<file path="config.mk">
export PLATFORM = sky130hd
export DESIGN_NAME = datapath_unit
export DESIGN_NICKNAME = d
export VERILOG_FILES = /design/src/rtl/datapath_unit.sv
export SDC_FILE = /design/constraint.sdc
export NUM_CORES = 1
export LEC_CHECK = 0
export ABC_AREA = 1
export BUFFER_PORTS_ARGS = -buffer_cell sky130_fd_sc_hd__buf_2
export CAP_MARGIN = 20
export CORE_MARGIN = 3
export CORE_UTILIZATION = 25
export DETAILED_ROUTE_END_ITERATION = 10
export SLEW_MARGIN = 20
export SYNTH_ARGS = -nofsm -noshare
export SYNTH_HDL_FRONTEND = slang
export SYNTH_SLANG_ARGS = --single-unit
</file>
<file path="constraint.sdc">
create_clock -name Clock -period 5.5 [get_ports Clock]
set_clock_uncertainty 0.05 [all_clocks]
set_input_delay 0.55 -clock Clock [delete_from_list [all_inputs] [get_ports Clock]]
set_output_delay 0.55 -clock Clock [all_outputs]
set_load 0.01 [all_outputs]
</file>
<file path="src/rtl/datapath_unit.sv">
// datapath_unit: single-bus register/ALU datapath (R1, R2, Y, Z).
// Add/Sub complete in one cycle; Mul (shift-add) and Div (restoring
// shift-subtract) iterate one bit per cycle and hold Busy for WIDTH cycles.
// Optional macro BUS_CHECK_EN builds the sticky multi-driver detector
// behind BusConflict; without it BusConflict is tied low.
module datapath_unit #(
  parameter int WIDTH = 8
) (
  input  logic             Clock,
  input  logic             Reset,
  input  logic             R1in,
  input  logic             R1out,
  input  logic             R2in,
  input  logic             R2out,
  input  logic             Yin,
  input  logic             Zin,
  input  logic             Zout,
  input  logic             SelectY,
  input  logic             Add,
  input  logic             Sub,
  input  logic             Mul,
  input  logic             Div,
  input  logic             ExtLoad,
  input  logic             ExtSel,
  input  logic [WIDTH-1:0] ExtData,
  output logic [WIDTH-1:0] Bus,
  output logic [WIDTH-1:0] R1Value,
  output logic [WIDTH-1:0] R2Value,
  output logic [WIDTH-1:0] ZValue,
  output logic             Busy,
  output logic             Zero,
  output logic             DivByZero,
  output logic             BusConflict
);

  localparam int CNT_W = (WIDTH > 2) ? $clog2(WIDTH) : 1;
  localparam logic [CNT_W-1:0] LAST_STEP = CNT_W'(WIDTH - 1);

  // Architectural registers
  logic [WIDTH-1:0] r1_q, r1_d;
  logic [WIDTH-1:0] r2_q, r2_d;
  logic [WIDTH-1:0] y_q,  y_d;
  logic [WIDTH-1:0] z_q,  z_d;

  // Iterative-unit state: opa holds multiplicand (shifting left) or
  // dividend/quotient (shifting left); opb holds multiplier (shifting right)
  // or the constant divisor; acc holds partial product or partial remainder.
  logic             busy_q,   busy_d;
  logic [CNT_W-1:0] cnt_q,    cnt_d;
  logic             is_div_q, is_div_d;
  logic [WIDTH-1:0] opa_q,    opa_d;
  logic [WIDTH-1:0] opb_q,    opb_d;
  logic [WIDTH-1:0] acc_q,    acc_d;
  logic             dz_q,     dz_d;

  logic [WIDTH-1:0] bus_w;
  logic [WIDTH-1:0] a_op;

  logic [WIDTH-1:0] mul_acc_next;
  logic [WIDTH:0]   div_shift;
  logic [WIDTH:0]   div_diff;
  logic             div_ok;
  logic [WIDTH-1:0] div_quot_next;

  // Bus source selection with Zout > R1out > R2out priority, 0 when undriven
  always_comb begin
    bus_w = '0;
    if (Zout)       bus_w = z_q;
    else if (R1out) bus_w = r1_q;
    else if (R2out) bus_w = r2_q;
  end

  // A operand: Y or the constant 1
  always_comb begin
    a_op = SelectY ? y_q : WIDTH'(1);
  end

  // One iteration of shift-add multiply and restoring divide
  always_comb begin
    mul_acc_next  = acc_q + (opb_q[0] ? opa_q : '0);
    div_shift     = {acc_q, opa_q[WIDTH-1]};
    div_diff      = div_shift - {1'b0, opb_q};
    // A clear sign bit means the trial subtraction did not underflow
    div_ok        = ~div_diff[WIDTH];
    div_quot_next = {opa_q[WIDTH-2:0], div_ok};
  end

  // Next-state for registers, ALU result and the iterative unit
  always_comb begin
    r1_d     = r1_q;
    r2_d     = r2_q;
    y_d      = y_q;
    z_d      = z_q;
    busy_d   = busy_q;
    cnt_d    = cnt_q;
    is_div_d = is_div_q;
    opa_d    = opa_q;
    opb_d    = opb_q;
    acc_d    = acc_q;
    dz_d     = dz_q;

    // Bus loads; the external preload wins for its target register
    if (ExtLoad && !ExtSel) r1_d = ExtData;
    else if (R1in)          r1_d = bus_w;
    if (ExtLoad && ExtSel)  r2_d = ExtData;
    else if (R2in)          r2_d = bus_w;
    if (Yin)                y_d  = bus_w;

    if (busy_q) begin
      // Zin and op selects are ignored while iterating
      cnt_d = cnt_q + CNT_W'(1);
      if (is_div_q) begin
        opa_d = div_quot_next;
        acc_d = div_ok ? div_diff[WIDTH-1:0] : div_shift[WIDTH-1:0];
      end else begin
        opa_d = opa_q << 1;
        opb_d = opb_q >> 1;
        acc_d = mul_acc_next;
      end
      if (cnt_q == LAST_STEP) begin
        busy_d = 1'b0;
        cnt_d  = '0;
        if (is_div_q) begin
          // A zero divisor naturally yields an all-ones quotient
          z_d = div_quot_next;
          if (opb_q == '0) dz_d = 1'b1;
        end else begin
          z_d = mul_acc_next;
        end
      end
    end else if (Zin) begin
      if (Add) begin
        z_d = a_op + bus_w;
      end else if (Sub) begin
        z_d = a_op - bus_w;
      end else if (Mul || Div) begin
        busy_d   = 1'b1;
        cnt_d    = '0;
        is_div_d = !Mul;
        opa_d    = a_op;
        opb_d    = bus_w;
        acc_d    = '0;
      end else begin
        z_d = bus_w;
      end
    end
  end

  // State registers, all cleared asynchronously (aborts any iteration)
  always_ff @(posedge Clock or negedge Reset) begin
    if (!Reset) begin
      r1_q     <= '0;
      r2_q     <= '0;
      y_q      <= '0;
      z_q      <= '0;
      busy_q   <= 1'b0;
      cnt_q    <= '0;
      is_div_q <= 1'b0;
      opa_q    <= '0;
      opb_q    <= '0;
      acc_q    <= '0;
      dz_q     <= 1'b0;
    end else begin
      r1_q     <= r1_d;
      r2_q     <= r2_d;
      y_q      <= y_d;
      z_q      <= z_d;
      busy_q   <= busy_d;
      cnt_q    <= cnt_d;
      is_div_q <= is_div_d;
      opa_q    <= opa_d;
      opb_q    <= opb_d;
      acc_q    <= acc_d;
      dz_q     <= dz_d;
    end
  end

`ifdef BUS_CHECK_EN
  logic bc_q, bc_d;
  logic multi_drv;

  // Sticky flag set whenever two or more bus drivers are enabled together
  always_comb begin
    multi_drv = (R1out & R2out) | (R1out & Zout) | (R2out & Zout);
    bc_d      = bc_q | multi_drv;
  end

  // Conflict flag register, cleared only by reset
  always_ff @(posedge Clock or negedge Reset) begin
    if (!Reset) bc_q <= 1'b0;
    else        bc_q <= bc_d;
  end

  assign BusConflict = bc_q;
`else
  assign BusConflict = 1'b0;
`endif

  assign Bus       = bus_w;
  assign R1Value   = r1_q;
  assign R2Value   = r2_q;
  assign ZValue    = z_q;
  assign Busy      = busy_q;
  assign Zero      = (z_q == '0);
  assign DivByZero = dz_q;

endmodule

</file>
Yosys cells after proc, flatten, opt, wreduce, memory -nomap -nowiden
Index checks and enable logic that the tools add are counted.
{"block": "totals", "ff_bits": 62, "elab_cells": 89, "output_inout_bits": 36, "inputBits": 24}
{"block": "op_classes", "bitwise_logic": 4, "eq_ne": 6, "add_sub_neg": 5, "reduce_logical": 16, "muxes": 47}
{"cell": "two-way mux 8 bit", "n": 34}
{"cell": "two-way mux 3 bit", "n": 6}
{"cell": "adder 8 bit", "n": 2}
{"cell": "zero test 8 bit", "n": 2}
{"cell": "AND reduction 5 bit", "n": 2}
{"cell": "subtractor 9 x 8 -> 9 bit", "n": 1}
{"cell": "AND reduction 4 bit", "n": 2}
{"cell": "nonzero test 2 bit", "n": 4}
{"cell": "subtractor 8 bit", "n": 1}
{"cell": "two-way mux 1 bit", "n": 7}
{"cell": "inequality test 2 x 1 -> 1 bit, second input constant", "n": 3}
{"cell": "inequality test 4 bit, second input constant", "n": 1}
{"cell": "inverter 1 bit", "n": 4}
{"cell": "adder 3 x 1 -> 3 bit, second input constant", "n": 1}
{"cell": "equality test 3 bit, second input constant", "n": 1}
{"cell": "AND reduction 3 bit", "n": 1}
{"cell": "logical AND 1 bit", "n": 2}
{"cell": "zero test 1 bit", "n": 2}
{"cell": "inequality test 2 bit, second input constant", "n": 1}
{"cell": "logical OR 1 bit", "n": 1}

Logic depth before layout (Yosys ltp)
{"block": "logic_depth", "word_depth": 8, "mapped_depth": 19, "mapped_depth_nobuf": 19}

Worst setup path after synthesis
No wires, ideal clock.
{"block": "synth_timing", "kind": "input to register", "startpoint": "input port R1out", "endpoint": "register z_q[4], in the netlist ZValue[4]", "path_stages": 16, "slack_ps": 2886, "t_required_ps": 5372, "arrival_ps": 2486, "path_buffers": 1, "path_cell_list": "buf_4 > nor2_4 > nand2_1 > nand2_1 > o21ai_1 > inv_1 > ha_1 > inv_1 > fa_1 > inv_1 > nand2_1 > a21oi_1 > nor3_1 > o211ai_1 > nand2_1 > a21boi_1"}
{"block": "synth_via", "elab_chain_cells": 7, "elab_cells_between_ends": 9}
{"element": "from (decl)", "line": "12", "source": "input logic R1out,"}
{"element": "two-way mux 8 bit (*)", "line": "69", "source": "else if (R1out) bus_w = r1_q;"}
{"element": "two-way mux 8 bit (*)", "line": "68", "source": "if (Zout) bus_w = z_q;"}
{"element": "named net Bus[0]", "line": "26", "source": "output logic [WIDTH-1:0] Bus,"}
{"element": "subtractor 8 bit", "line": "135", "source": "z_d = a_op - bus_w;"}
{"element": "two-way mux 8 bit", "line": "134", "source": "end else if (Sub) begin"}
{"element": "two-way mux 8 bit (*)", "line": "132", "source": "if (Add) begin"}
{"element": "two-way mux 8 bit (*)", "line": "131", "source": "end else if (Zin) begin"}
{"element": "two-way mux 8 bit (*)", "line": "109", "source": "if (busy_q) begin"}
{"element": "to (signal assigned)", "line": "167", "source": "z_q <= z_d;"}
{"element": "to (decl)", "line": "43", "source": "logic [WIDTH-1:0] z_q, z_d;"}
The timed path passes the listed nets; every way through them passes the cells marked *. The select of a mux whose other input is x is not followed.
A chain may end at the register's enable or synchronous reset.

Final worst setup path
{"block": "layout_timing", "startpoint": "input port Zout", "endpoint": "register z_q[7], in the netlist ZValue[7]"}
{"block": "layout_via", "elab_chain_cells": 6, "elab_cells_between_ends": 8}
{"element": "from (decl)", "line": "17", "source": "input logic Zout,"}
{"element": "two-way mux 8 bit (*)", "line": "68"}
{"element": "subtractor 8 bit / two-way mux 8 bit (equally long branches)", "line": "135, 136"}
{"element": "two-way mux 8 bit", "line": "134"}
{"element": "two-way mux 8 bit (*)", "line": "132"}
{"element": "two-way mux 8 bit (*)", "line": "131"}
{"element": "two-way mux 8 bit (*)", "line": "109"}
Mark *: on every way between the ends. The rest lies on a longest branch, timed or not. The select of a mux whose other input is x is not followed.

==> metrics <==
largest family of logic cells by synthesized area simple AND/OR/NAND/NOR gates; most frequent cells in the layout nand2_1, inv_1, dfrtp_1, buf_2, nand3_1; reg-to-reg setup timing slack 2.96 ns; first-pass GRT wire length 24,500 um; Ports 60; Power, Total 0.00336 W; Post-DRT Antenna Nets 0; clock net sink count 62; DR iter-0 viols 276; post-synthesis compound-gate area fraction 18.8%; setup TNS 0 ns; Syn Inst Count 678; via count 4,679; port bufs 58; worst skew pair latency 0.33 ns; Async SR Flop Fraction 100%; CP startpoint Zout; Leak Pwr 3.03 nW; Switching Share 49.1%; pin count of the biggest net entering global routing 63; CP required 5.71 ns; Die Height 146 um; ant diodes 0; DRT Pass-1 Iters 5; dominant synthesized flop cell dfrtp_1; fin crit share 48.9%; Synth-to-Final Area Change 16.9%; Clock Pin Slew Worst Setup and Hold Paths 0.06 ns; outcome complete, no violations; clock root cell clkbuf_16; max-cap check violation count 0; Pwr Density 588 mW/mm2; hold_buf cts 0; Worst Reg-to-Reg Cells 12; Final HPWL DP 11,600 um; Overflow after GRT 0; final design utilization 30.1%; cts bufs inserted 9; Max Root-Sink Buffers 2; Pint 0.00171 W; vias in the first global route 4,551; maximum clock rate 0.372 GHz; DRC Markers 0; worst path arrival time 2.90 ns; RSZ-0062 raised after global routing false; H-tree levels 3; Slew Viols, Final 0; startpoint types input port; Adder-Cell Fraction of Synth Area 9.84%; Hold Path Class in2async; syn_area_per_cell 7.20 um2; CTS tree done; most common cell after layout, fill and taps aside nand2_1; Final WS setup 2.81 ns; maximum vdd drop 0.215 mV; Seq/Total Area, Yosys 31.8%; setup bufs post-CTS 0; Hold Fails Final Rpt 0; final wirelength 15,100 um; Reg power frac 24.5%; Worst Setup End Kind flop; synth warn 0; fin crit period 2.69 ns; syn_nets 738; Post-Synth XOR/XNOR Area 0.897%; Overall Global Routing Usage 14.4%; Final Setup Violations 0; post-CTS sizing 0; Yosys reg bits 62; chip width 146 um; NetSw 0.00165 W; Crit Path Category in2reg; Post-synth EDFFs 0; fin nets 792; Slew @ Worst Pin 0.863 ns; Vias/cell 4.70; Simple-Gate Fraction of Synth Area 26.9%; Synth cell types 52; Clk pwr share 17.7%; Avg WL per Cell 15.1 um; share of layout cells above drive strength 1 16.2%; slew margin rel. 42.5%; overall die area 0.0213 mm2; FF-to-FF End ZValue[7]; Comb power frac 57.7%; Post-Layout Inst Area 0.00571 mm2; initial antenna violation count 0; multiplexer area fraction after synthesis 0%; Synth Cell Area 0.00488 mm2; Post-Place Worst Slack 2.48 ns; Std-Cell Core Area 0.0190 mm2; Placement Rows 50; GPL Wtd Cong 0.950; Reg-to-Reg Start ZValue[1]; Initial Util 25.8%; Crit Path Max Fanout 13; placed cell area 0.00540 mm2
[logic make-up after synthesis]
kind of cell / Yosys count
buffers and inverters: 140
DFF: 62
adders and majority gates: 36
other: 1
xor gates and xnor gates: 5
AOI/OAI and AO/OA: 140
and+or+nand+nor: 294
[worst max-delay path by stage]
stage	slack, ns	to
finish	2.81	ZValue[7]
global route	2.54	ZValue[7]
CTS	2.83	ZValue[7]
detailed placement	2.48	ZValue[7]
global placement	2.56	ZValue[6]
floorplan	2.89	ZValue[4]
[synthesized netlist by cell type (3+ instances only)]
library cell | instances | area share (%)
nand2_1 | 186 | 14
inv_1 | 110 | 8.5
dfrtp_1 | 62 | 32
nand3_1 | 43 | 4.4
a21oi_1 | 34 | 3.5
ha_1 | 32 | 8.2
nor2_1 | 31 | 2.4
o21ai_0 | 24 | 2.5
o21ai_1 | 20 | 2.0
o221ai_1 | 19 | 3.4
inv_2 | 11 | 0.85
nand4_1 | 9 | 1.2
buf_2 | 8 | 0.82
o211ai_1 | 8 | 1.2
nor2_4 | 6 | 1.4
a21oi_2 | 5 | 0.90
nand2_2 | 5 | 0.64
o22ai_1 | 5 | 0.64
fa_1 | 4 | 1.6
o21bai_1 | 4 | 0.61
o21bai_2 | 4 | 0.92
a21boi_1 | 3 | 0.46
nor3_1 | 3 | 0.31
o21ai_2 | 3 | 0.54
xor2_1 | 3 | 0.54
[per-layer routing]
layer	vias up	part of all wire [%]	wire, um	GRT usage [%]
li1	2322	-	-	-
met3	10	6.9	1040	3.27
met5	-	0	0	0
met1	2184	45	6830	19.4
met4	0	0.82	123	2.85
met2	163	47	7070	23.7
[per-stage QoR]
stage          cells  hold slack, ns
6_report         996           0.367
5_1_grt          996           0.408
4_1_cts          996           0.399
3_5_place_dp     981           0.425
3_3_place_gp     981           0.419
2_1_floorplan    678           0.204
[registers in the layout, indices dropped and copies added (netlist names)]
signal     count
Busy           1
DivByZero      1
R1Value        8
R2Value        8
ZValue         8
acc_q          8
cnt_q          3
is_div_q       1
opa_q          8
opb_q          8
y_q            8
[area by class of cell]
cell class	instances	area, um2
Clock buffer	12	267
Clock inverter	3	42.5
Inverter	123	464
Tap cell	260	325
Fill cell	2037	13200
Multi-Input combinational cell	476	2760
Timing Repair Buffer	60	305
Sequential cell	62	1550
[critical path, cell delays in order]
cell and delay [ns]:
buf_2 0.22, inv_1 0.13, o21ai_1 0.67, inv_1 0.20, ha_1 0.27, a21oi_1 0.15, nand2_1 0.12, nand3_1 0.11
nand2_1 0.06, nand3_1 0.07, nand3_1 0.07, nand2_1 0.08, nand2_1 0.05, a21oi_1 0.14
[power by group through the flow]
stage,Combinational [W],Clock (W),Sequential (W)
floorplan,0.00151,0,0.000775
global placement,0.00192,0,0.000830
detailed placement,0.00193,0,0.000829
CTS,0.00194,0.000605,0.000825
global route,0.00221,0.000627,0.000851
finish,0.00194,0.000596,0.000825
Power figures use the tool's default switching activity.
